`config.mk`:
```
export PLATFORM = sky130hd
export DESIGN_NAME = irq_controller
export DESIGN_NICKNAME = d
export VERILOG_FILES = /design/src/rtl/s1c88_pkg.sv /design/src/rtl/irq_priority_encoder.sv /design/src/rtl/irq_controller.sv
export SDC_FILE = /design/constraint.sdc
export NUM_CORES = 1
export LEC_CHECK = 0
export BUFFER_PORTS_ARGS = -buffer_cell sky130_fd_sc_hd__buf_4
export CORE_UTILIZATION = 30
export DETAILED_ROUTE_END_ITERATION = 6
export HOLD_SLACK_MARGIN = 0.03
export PLACE_DENSITY = 0.46
export SLEW_MARGIN = 20
export SYNTH_ARGS = -nofsm -noshare
export SYNTH_HDL_FRONTEND = slang
export SYNTH_SLANG_ARGS = --single-unit
export TNS_END_PERCENT = 50
```
`constraint.sdc`:
```
create_clock -name clk -period 36.1 [get_ports clk]
set_input_delay 1.805 -clock clk [delete_from_list [all_inputs] [get_ports clk]]
set_output_delay 1.805 -clock clk [all_outputs]
set_load 0.005 [all_outputs]
```
`src/rtl/s1c88_pkg.sv`:
```
// rtl/s1c88_pkg.sv - shared s1c88 bus command, interrupt vector and ack FSM definitions.
package s1c88_pkg;

  typedef enum logic [1:0] {
    BUS_IDLE      = 2'd0,
    BUS_IRQ_READ  = 2'd1,
    BUS_MEM_WRITE = 2'd2,
    BUS_MEM_READ  = 2'd3
  } bus_command_e;

  localparam logic [7:0] IRQ_VECTOR_SPURIOUS = 8'hFF;

  localparam logic [2:0] REG_ENABLE_LO  = 3'd0;
  localparam logic [2:0] REG_ENABLE_HI  = 3'd1;
  localparam logic [2:0] REG_PENDING_LO = 3'd2;
  localparam logic [2:0] REG_PENDING_HI = 3'd3;
  localparam logic [2:0] REG_PRIO_0     = 3'd4;
  localparam logic [2:0] REG_PRIO_1     = 3'd5;
  localparam logic [2:0] REG_PRIO_2     = 3'd6;
  localparam logic [2:0] REG_PRIO_3     = 3'd7;
  localparam int         REG_COUNT      = 8;

  typedef enum logic [1:0] {
    ACK_IDLE  = 2'd0,
    ACK_LATCH = 2'd1,
    ACK_DRIVE = 2'd2
  } ack_state_e;

endpackage

```
`src/rtl/irq_priority_encoder.sv`:
```
// rtl/irq_priority_encoder.sv - picks the highest-priority enabled pending source; ties go to the lowest index.
module irq_priority_encoder (
  input  logic [15:0] pending,
  input  logic [15:0] enable,
  input  logic [31:0] prio,
  output logic        valid,
  output logic [1:0]  level,
  output logic [3:0]  index
);

  // Ascending scan with strict compare keeps the lowest index on ties;
  // starting level at 0 makes priority 0 act as a mask.
  always_comb begin
    valid = 1'b0;
    level = 2'd0;
    index = 4'd0;
    for (int i = 0; i < 16; i++) begin
      if (pending[i] && enable[i] && (prio[2*i +: 2] > level)) begin
        valid = 1'b1;
        level = prio[2*i +: 2];
        index = 4'(i);
      end
    end
  end

endmodule

```
`src/rtl/irq_controller.sv`:
```
// rtl/irq_controller.sv - s1c88 interrupt controller: enable/pending/priority registers, arbitration, iack vector.
// Define IRQ_AUTO_CLEAR_EN to clear the acknowledged source's pending flag when iack ends.
module irq_controller
  import s1c88_pkg::*;
#(
  parameter int          NUM_SOURCES = 16,
  parameter logic [23:0] BASE_ADDR   = 24'h002020,
  parameter logic [7:0]  VECTOR_BASE = 8'h00
) (
  input  logic                   clk,
  input  logic                   reset,
  input  logic [NUM_SOURCES-1:0] irq_src,
  input  logic [23:0]            bus_address,
  input  logic [7:0]             bus_data_in,
  input  logic [1:0]             bus_status,
  input  logic                   bus_read,
  input  logic                   bus_write,
  input  logic                   bus_iack,
  output logic [7:0]             bus_data_out,
  output logic                   bus_data_oe,
  output logic                   irq_req,
  output logic [1:0]             irq_level
);

  localparam logic [15:0] SRC_MASK  = 16'((32'd1 << NUM_SOURCES) - 32'd1);
  localparam logic [31:0] PRIO_MASK = 32'((64'd1 << (2 * NUM_SOURCES)) - 64'd1);

  logic [15:0]  src_ext;
  logic [15:0]  prev_q;
  logic [15:0]  enable_q, enable_d;
  logic [15:0]  pending_q, pending_d;
  logic [31:0]  prio_q, prio_d;
  logic [15:0]  w1c;
  logic [15:0]  auto_clr;
  logic [15:0]  edge_set;

  bus_command_e cmd;
  logic [23:0]  offset;
  logic         reg_hit;
  logic [2:0]   reg_off;
  logic [7:0]   rd_data;

  logic         write_q, iack_q;
  logic         write_pulse, iack_rise, iack_fall;
  logic         reg_read_req, vec_drive;

  logic         win_valid;
  logic [1:0]   win_level;
  logic [3:0]   win_index;

  ack_state_e   state_q, state_d;
  logic [3:0]   ack_idx_q;
  logic         ack_spur_q;
  logic [7:0]   ack_vec;

  logic [7:0]   data_out_q;
  logic         oe_q;
  logic         irq_req_q;
  logic [1:0]   irq_level_q;

  always_comb begin
    src_ext                  = '0;
    src_ext[NUM_SOURCES-1:0] = irq_src;
  end

  assign cmd     = bus_command_e'(bus_status);
  // Addresses below BASE_ADDR wrap to a large offset and miss.
  assign offset  = bus_address - BASE_ADDR;
  assign reg_hit = (offset < 24'(REG_COUNT));
  assign reg_off = offset[2:0];

  assign write_pulse  = bus_write && !write_q && (cmd == BUS_MEM_WRITE) && reg_hit;
  assign iack_rise    = bus_iack && !iack_q;
  assign iack_fall    = !bus_iack && iack_q;
  assign reg_read_req = (state_q == ACK_IDLE) && (cmd == BUS_MEM_READ) && bus_read && reg_hit;

  irq_priority_encoder u_prio_enc (
    .pending (pending_q),
    .enable  (enable_q),
    .prio    (prio_q),
    .valid   (win_valid),
    .level   (win_level),
    .index   (win_index)
  );

  always_comb begin
    rd_data = 8'h00;
    case (reg_off)
      REG_ENABLE_LO:  rd_data = enable_q[7:0];
      REG_ENABLE_HI:  rd_data = enable_q[15:8];
      REG_PENDING_LO: rd_data = pending_q[7:0];
      REG_PENDING_HI: rd_data = pending_q[15:8];
      REG_PRIO_0:     rd_data = prio_q[7:0];
      REG_PRIO_1:     rd_data = prio_q[15:8];
      REG_PRIO_2:     rd_data = prio_q[23:16];
      default:        rd_data = prio_q[31:24];
    endcase
  end

  always_comb begin
    enable_d = enable_q;
    prio_d   = prio_q;
    w1c      = '0;
    if (write_pulse) begin
      case (reg_off)
        REG_ENABLE_LO:  enable_d[7:0]   = bus_data_in;
        REG_ENABLE_HI:  enable_d[15:8]  = bus_data_in;
        REG_PENDING_LO: w1c[7:0]        = bus_data_in;
        REG_PENDING_HI: w1c[15:8]       = bus_data_in;
        REG_PRIO_0:     prio_d[7:0]     = bus_data_in;
        REG_PRIO_1:     prio_d[15:8]    = bus_data_in;
        REG_PRIO_2:     prio_d[23:16]   = bus_data_in;
        default:        prio_d[31:24]   = bus_data_in;
      endcase
    end
    enable_d = enable_d & SRC_MASK;
    prio_d   = prio_d & PRIO_MASK;
  end

  always_comb begin
    auto_clr = '0;
`ifdef IRQ_AUTO_CLEAR_EN
    if ((state_q == ACK_DRIVE) && iack_fall && !ack_spur_q)
      auto_clr = 16'd1 << ack_idx_q;
`endif
  end

  // New edges are ORed in last so a same-cycle clear never loses an interrupt.
  assign edge_set  = src_ext & ~prev_q;
  assign pending_d = ((pending_q & ~w1c & ~auto_clr) | edge_set) & SRC_MASK;

  always_ff @(posedge clk or posedge reset) begin
    if (reset) begin
      prev_q      <= '0;
      enable_q    <= '0;
      pending_q   <= '0;
      prio_q      <= '0;
      write_q     <= 1'b0;
      iack_q      <= 1'b0;
      irq_req_q   <= 1'b0;
      irq_level_q <= 2'd0;
      ack_idx_q   <= 4'd0;
      ack_spur_q  <= 1'b0;
    end else begin
      prev_q      <= src_ext;
      enable_q    <= enable_d;
      pending_q   <= pending_d;
      prio_q      <= prio_d;
      write_q     <= bus_write;
      iack_q      <= bus_iack;
      irq_req_q   <= win_valid;
      irq_level_q <= win_level;
      if ((state_q == ACK_IDLE) && iack_rise) begin
        ack_idx_q  <= win_index;
        ack_spur_q <= !win_valid;
      end
    end
  end

  always_ff @(posedge clk or posedge reset) begin
    if (reset) state_q <= ACK_IDLE;
    else       state_q <= state_d;
  end

  always_comb begin
    state_d = state_q;
    case (state_q)
      ACK_IDLE: begin
        if (iack_rise) state_d = ACK_LATCH;
      end
      ACK_LATCH: begin
        if (iack_fall)
          state_d = ACK_IDLE;
        else if (bus_read && ((cmd == BUS_IRQ_READ) || (cmd == BUS_MEM_READ)))
          state_d = ACK_DRIVE;
      end
      ACK_DRIVE: begin
        if (iack_fall) state_d = ACK_IDLE;
      end
      default: state_d = ACK_IDLE;
    endcase
  end

  assign ack_vec   = ack_spur_q ? IRQ_VECTOR_SPURIOUS : (VECTOR_BASE + {4'h0, ack_idx_q});
  assign vec_drive = (state_d == ACK_DRIVE) && bus_read;

  // The captured vector owns the data bus for the whole acknowledge.
  always_ff @(posedge clk or posedge reset) begin
    if (reset) begin
      data_out_q <= 8'hFF;
      oe_q       <= 1'b0;
    end else if (vec_drive) begin
      data_out_q <= ack_vec;
      oe_q       <= 1'b1;
    end else if (reg_read_req) begin
      data_out_q <= rd_data;
      oe_q       <= 1'b1;
    end else begin
      data_out_q <= 8'hFF;
      oe_q       <= 1'b0;
    end
  end

  assign bus_data_out = data_out_q;
  assign bus_data_oe  = oe_q;
  assign irq_req      = irq_req_q;
  assign irq_level    = irq_level_q;

endmodule

```
==> impl_metrics.env <==
export IMPL_combPwrFrac_pct=8.5
export IMPL_syn_inst=572
export IMPL_drv_slew=0
export IMPL_leakage_nw=3.10
export IMPL_pre_cts_slack_ns=16.22
export IMPL_dieArea_mm2=0.0193
export IMPL_rrSetupSlack_ns=16.00
export IMPL_drv_cap=0
export IMPL_drc=0
export IMPL_dieHeight_um=139
export IMPL_holdPathEnd="bus_data_out[1]$_DFF_PP1_"
export IMPL_cp_data_arrival_time_ns=20.38
export IMPL_clk_pin_slew_worst_paths_ns=0.07
export IMPL_critPathMaxStageDelay_ns=0.63
export IMPL_peakVddDrop_mv=0.0214
export IMPL_p_seq_share_pct=50.2
export IMPL_netlist_top_cells_area="dfrtp_1 (41%), mux2_2 (8.6%), nand2_1 (4.6%)"
export IMPL_r2r_end="ack_spur_q$_DFFE_PP0P_"
export IMPL_criticalPathCategory="register to register"
export IMPL_grt_ovfl_total=0
export IMPL_wl_per_cell_um=19.0
export IMPL_fmax_mhz=49.8
export IMPL_fillers=1865
export IMPL_cts_buffer_depth=2
export IMPL_tightestPinTransition_ns=1.07
export IMPL_routed_wl_um=16500
export IMPL_synth_xor_area_share_pct=0.312
export IMPL_nets=708
export IMPL_synth_compound_area_share_pct=16.2
export IMPL_status="completed"
export IMPL_port_buffers=66
export IMPL_finalHoldViolCount=0
export IMPL_start_kind="register"
export IMPL_viasPerCell=5.33
export IMPL_slew_headroom_pct=28.1
export IMPL_crit_required_ns=36.38
export IMPL_layout_worst_path_cycle_share_pct=55.7
export IMPL_dominantRegCellSynth="dfrtp_1"
export IMPL_synth_seq_area_share_pct=45.1
export IMPL_multi_input_area_mm2=0.00285
export IMPL_grt_pass1_vias=4652
export IMPL_setup_tns_ns=0
export IMPL_cts_htree_levels=3
export IMPL_drt_iter0_drc=236
export IMPL_post_synth_fa_ha_maj_area_fraction_pct=4.74
export IMPL_cts_tree="done"
export IMPL_end_kind="register"
export IMPL_clock_skew_ns=0.00953
export IMPL_grt_max_degree=54
export IMPL_syn_nets=645
export IMPL_drt_first_pass_iters=7
export IMPL_start_util_pct=31.0
export IMPL_synth_edf_count=0
export IMPL_synthMuxAreaShare_pct=12.4
export IMPL_internal_power_mw=0.178
export IMPL_setup_violations=0
export IMPL_crit_family="compound AO/OA/AOI/OAI gates"
export IMPL_synth_cell_types=61
export IMPL_cts_root_buffer="clkbuf_16"
export IMPL_num_rows=49
export IMPL_cp_num_buf_inv=5
export IMPL_synth_seq_cells=101
export IMPL_dp_hpwl_um=12500
export IMPL_vias=4637
export IMPL_worst_path_max_delay_cell="a2111oi_0"
export IMPL_synth_top_family_by_area="simple AND/OR/NAND/NOR gates"
export IMPL_cts_setup_buffers=0
export IMPL_syn2layout_area_growth_pct=18.1
export IMPL_grt_first_pass_wirelength_um=26700
export IMPL_ys_warn_count=0
export IMPL_finalCriticalPeriod_ns=20.10
export IMPL_rr_startpoint="pending_q[0]$_DFF_PP0_"
export IMPL_min_from="ack_idx_q[1]$_DFFE_PP0P_"
export IMPL_sw_frac_of_total_pct=24.1
export IMPL_syn_avg_cell_area_um2=9.83
export IMPL_gp_congestion=0.889
export IMPL_dieWidth_um=139
export IMPL_cts_resized=0
export IMPL_synth_area_mm2=0.00562
export IMPL_worstHoldPathCells=2
export IMPL_ff_latch_area_mm2=0.00254
export IMPL_holdCritPathClass="register to register"
export IMPL_reg2reg_depth=90
export IMPL_core_area_mm2=0.0181
export IMPL_crit_top_cell="ha_1"
export IMPL_rsz0062_at_grt="false"
export IMPL_clkPwrFrac_pct=41.3
export IMPL_clock_latency_ns=0.35
export IMPL_cts_buffers=9
export IMPL_ioPinCount=67
export IMPL_yosysTopAreaCellShare_pct=41.4
export IMPL_antenna_found_initial=1
export IMPL_powerDensity_mw_per_mm2=35.4
export IMPL_final_layout_size_suffix_gt1_share_pct=23.1
export IMPL_setup_ws_ns=16.00
export IMPL_power_switching_mw=0.0567
export IMPL_track_usage_pct=18.2
export IMPL_yosysTopAreaCell="dfrtp_1"
export IMPL_synth_simple_area_share_pct=17.2
export IMPL_ctsHoldBuffers=0
export IMPL_cts_sinks=101
export IMPL_async_reset_ff_share_pct=100
export IMPL_path_max_fanout=11
export IMPL_antenna_left=0
[per-stage QoR]
| stage | util, % | instances | area (um^2) | power, mW | hold WS, ns |
|---|---|---|---|---|---|
| detailed placement | 35.0 | 853 | 6350 | 0.140 | 0.486 |
| CTS | 36.6 | 869 | 6640 | 0.237 | 0.502 |
| finish | 36.6 | 870 | 6640 | 0.235 | 0.500 |
| floorplan | - | 572 | 5620 | 0.129 | 0.460 |
| global route | 36.6 | 869 | 6640 | 0.245 | 0.529 |
| global placement | 35.0 | 853 | 6350 | 0.140 | 0.474 |
[kinds of logic (layout without fill, tap and decap cells)]
family	count (synthesis)	in the layout
fa+ha+maj	22	22
compound gates	131	131
other cells	0	1
flops	101	101
xor+xnor	2	2
buf+inv	60	128
simple gates	197	197
mux	59	59
[synth_stat cells (all sizes together) (3+ instances only)]
cell and n:
dfrtp 93, nand2 69, inv 45, mux2 43, nor2 41, o21ai 30
nand3 20, a22o 18, ha 18, a21oi 17, nor3 16, mux2i 12
o211ai 10, clkbuf 9, and3 8, dfstp 8, nor4 8, o22ai 8
and2 7, o31ai 7, buf 6, nand2b 6, a22oi 5, o221ai 5
maj3 4, mux4 4, nor2b 4, o2111ai 4, o21bai 4, or3 4
a211oi 3, a21o 3, a31oi 3, nor3b 3, or4 3
[layout make-up]
cell class	instances	area share (%)
tap	229	4.32
inverter	45	2.58
clock inverter	4	0.735
clock buffer	12	3.56
timing repair buffer	67	7.58
multi-input combinational	411	43.0
antenna	1	0.0377
sequential	101	38.2
[power by group through the flow]
| stage | registers [mW] | clock network (mW) | logic (mW) |
|---|---|---|---|
| floorplan | 0.120 | 0 | 0.00989 |
| detailed placement | 0.120 | 0 | 0.0201 |
| CTS | 0.118 | 0.0995 | 0.0202 |
| finish | 0.118 | 0.0971 | 0.0199 |
| global route | 0.118 | 0.105 | 0.0223 |
| global placement | 0.120 | 0 | 0.0199 |
[flip-flops by register name (all words and copies together), names as in the netlist]
| name | flops |
|---|---|
| pending_q | 16 |
| state_q | 2 |
| ack_spur_q | 1 |
| prio_q | 32 |
| iack_q | 1 |
| write_q | 1 |
| bus_data_oe | 1 |
| enable_q | 16 |
| irq_level | 2 |
| prev_q | 16 |
| irq_req | 1 |
| ack_idx_q | 4 |
| bus_data_out | 8 |
[routing by layer]
layer	vias up	share of wire (%)	global-route usage [%]
met4	2	2.3	6.96
met5	-	0.25	1.75
met1	2263	47	25.5
met3	23	5.4	3.52
li1	2222	-	-
met2	127	45	27.6
[layout by cell type (no fill, tap or decap), types with 9 or more instances in the layout]
cell       synthesis  final
buf_4              0     67
o211ai_1          10     10
inv_1             45     44
a21oi_1           17     17
clkbuf_16          0      9
nor2_1            40     40
dfrtp_1           93     93
mux2_2            43     43
ha_1              18     18
nor3_1            14     14
nand3_1           20     20
mux2i_1           12     12
o21ai_0           29     29
nand2_1           69     69
a22o_1            18     18
[worst register-to-register path, delay by kind of cell, from the launching register on]
kind            cells  cell delay (ns)
mux                 5             1.21
compound gates     30             7.80
fa+ha+maj          18             5.28
buf+inv             5             0.39
flops               1             0.39
simple gates       32             4.91
[how the worst max path moves through the flow]
stage | start | end | cells after the start
after floorplan | pending_q[0]$_DFF_PP0_ | ack_spur_q$_DFFE_PP0P_ | 92
after global placement | pending_q[0]$_DFF_PP0_ | ack_spur_q$_DFFE_PP0P_ | 90
after detailed placement | pending_q[0]$_DFF_PP0_ | ack_spur_q$_DFFE_PP0P_ | 90
after CTS | pending_q[0]$_DFF_PP0_ | ack_spur_q$_DFFE_PP0P_ | 90
after global routing | enable_q[0]$_DFFE_PP0P_ | ack_spur_q$_DFFE_PP0P_ | 91
final | pending_q[0]$_DFF_PP0_ | ack_spur_q$_DFFE_PP0P_ | 90
(Power assumes the default switching activity.)
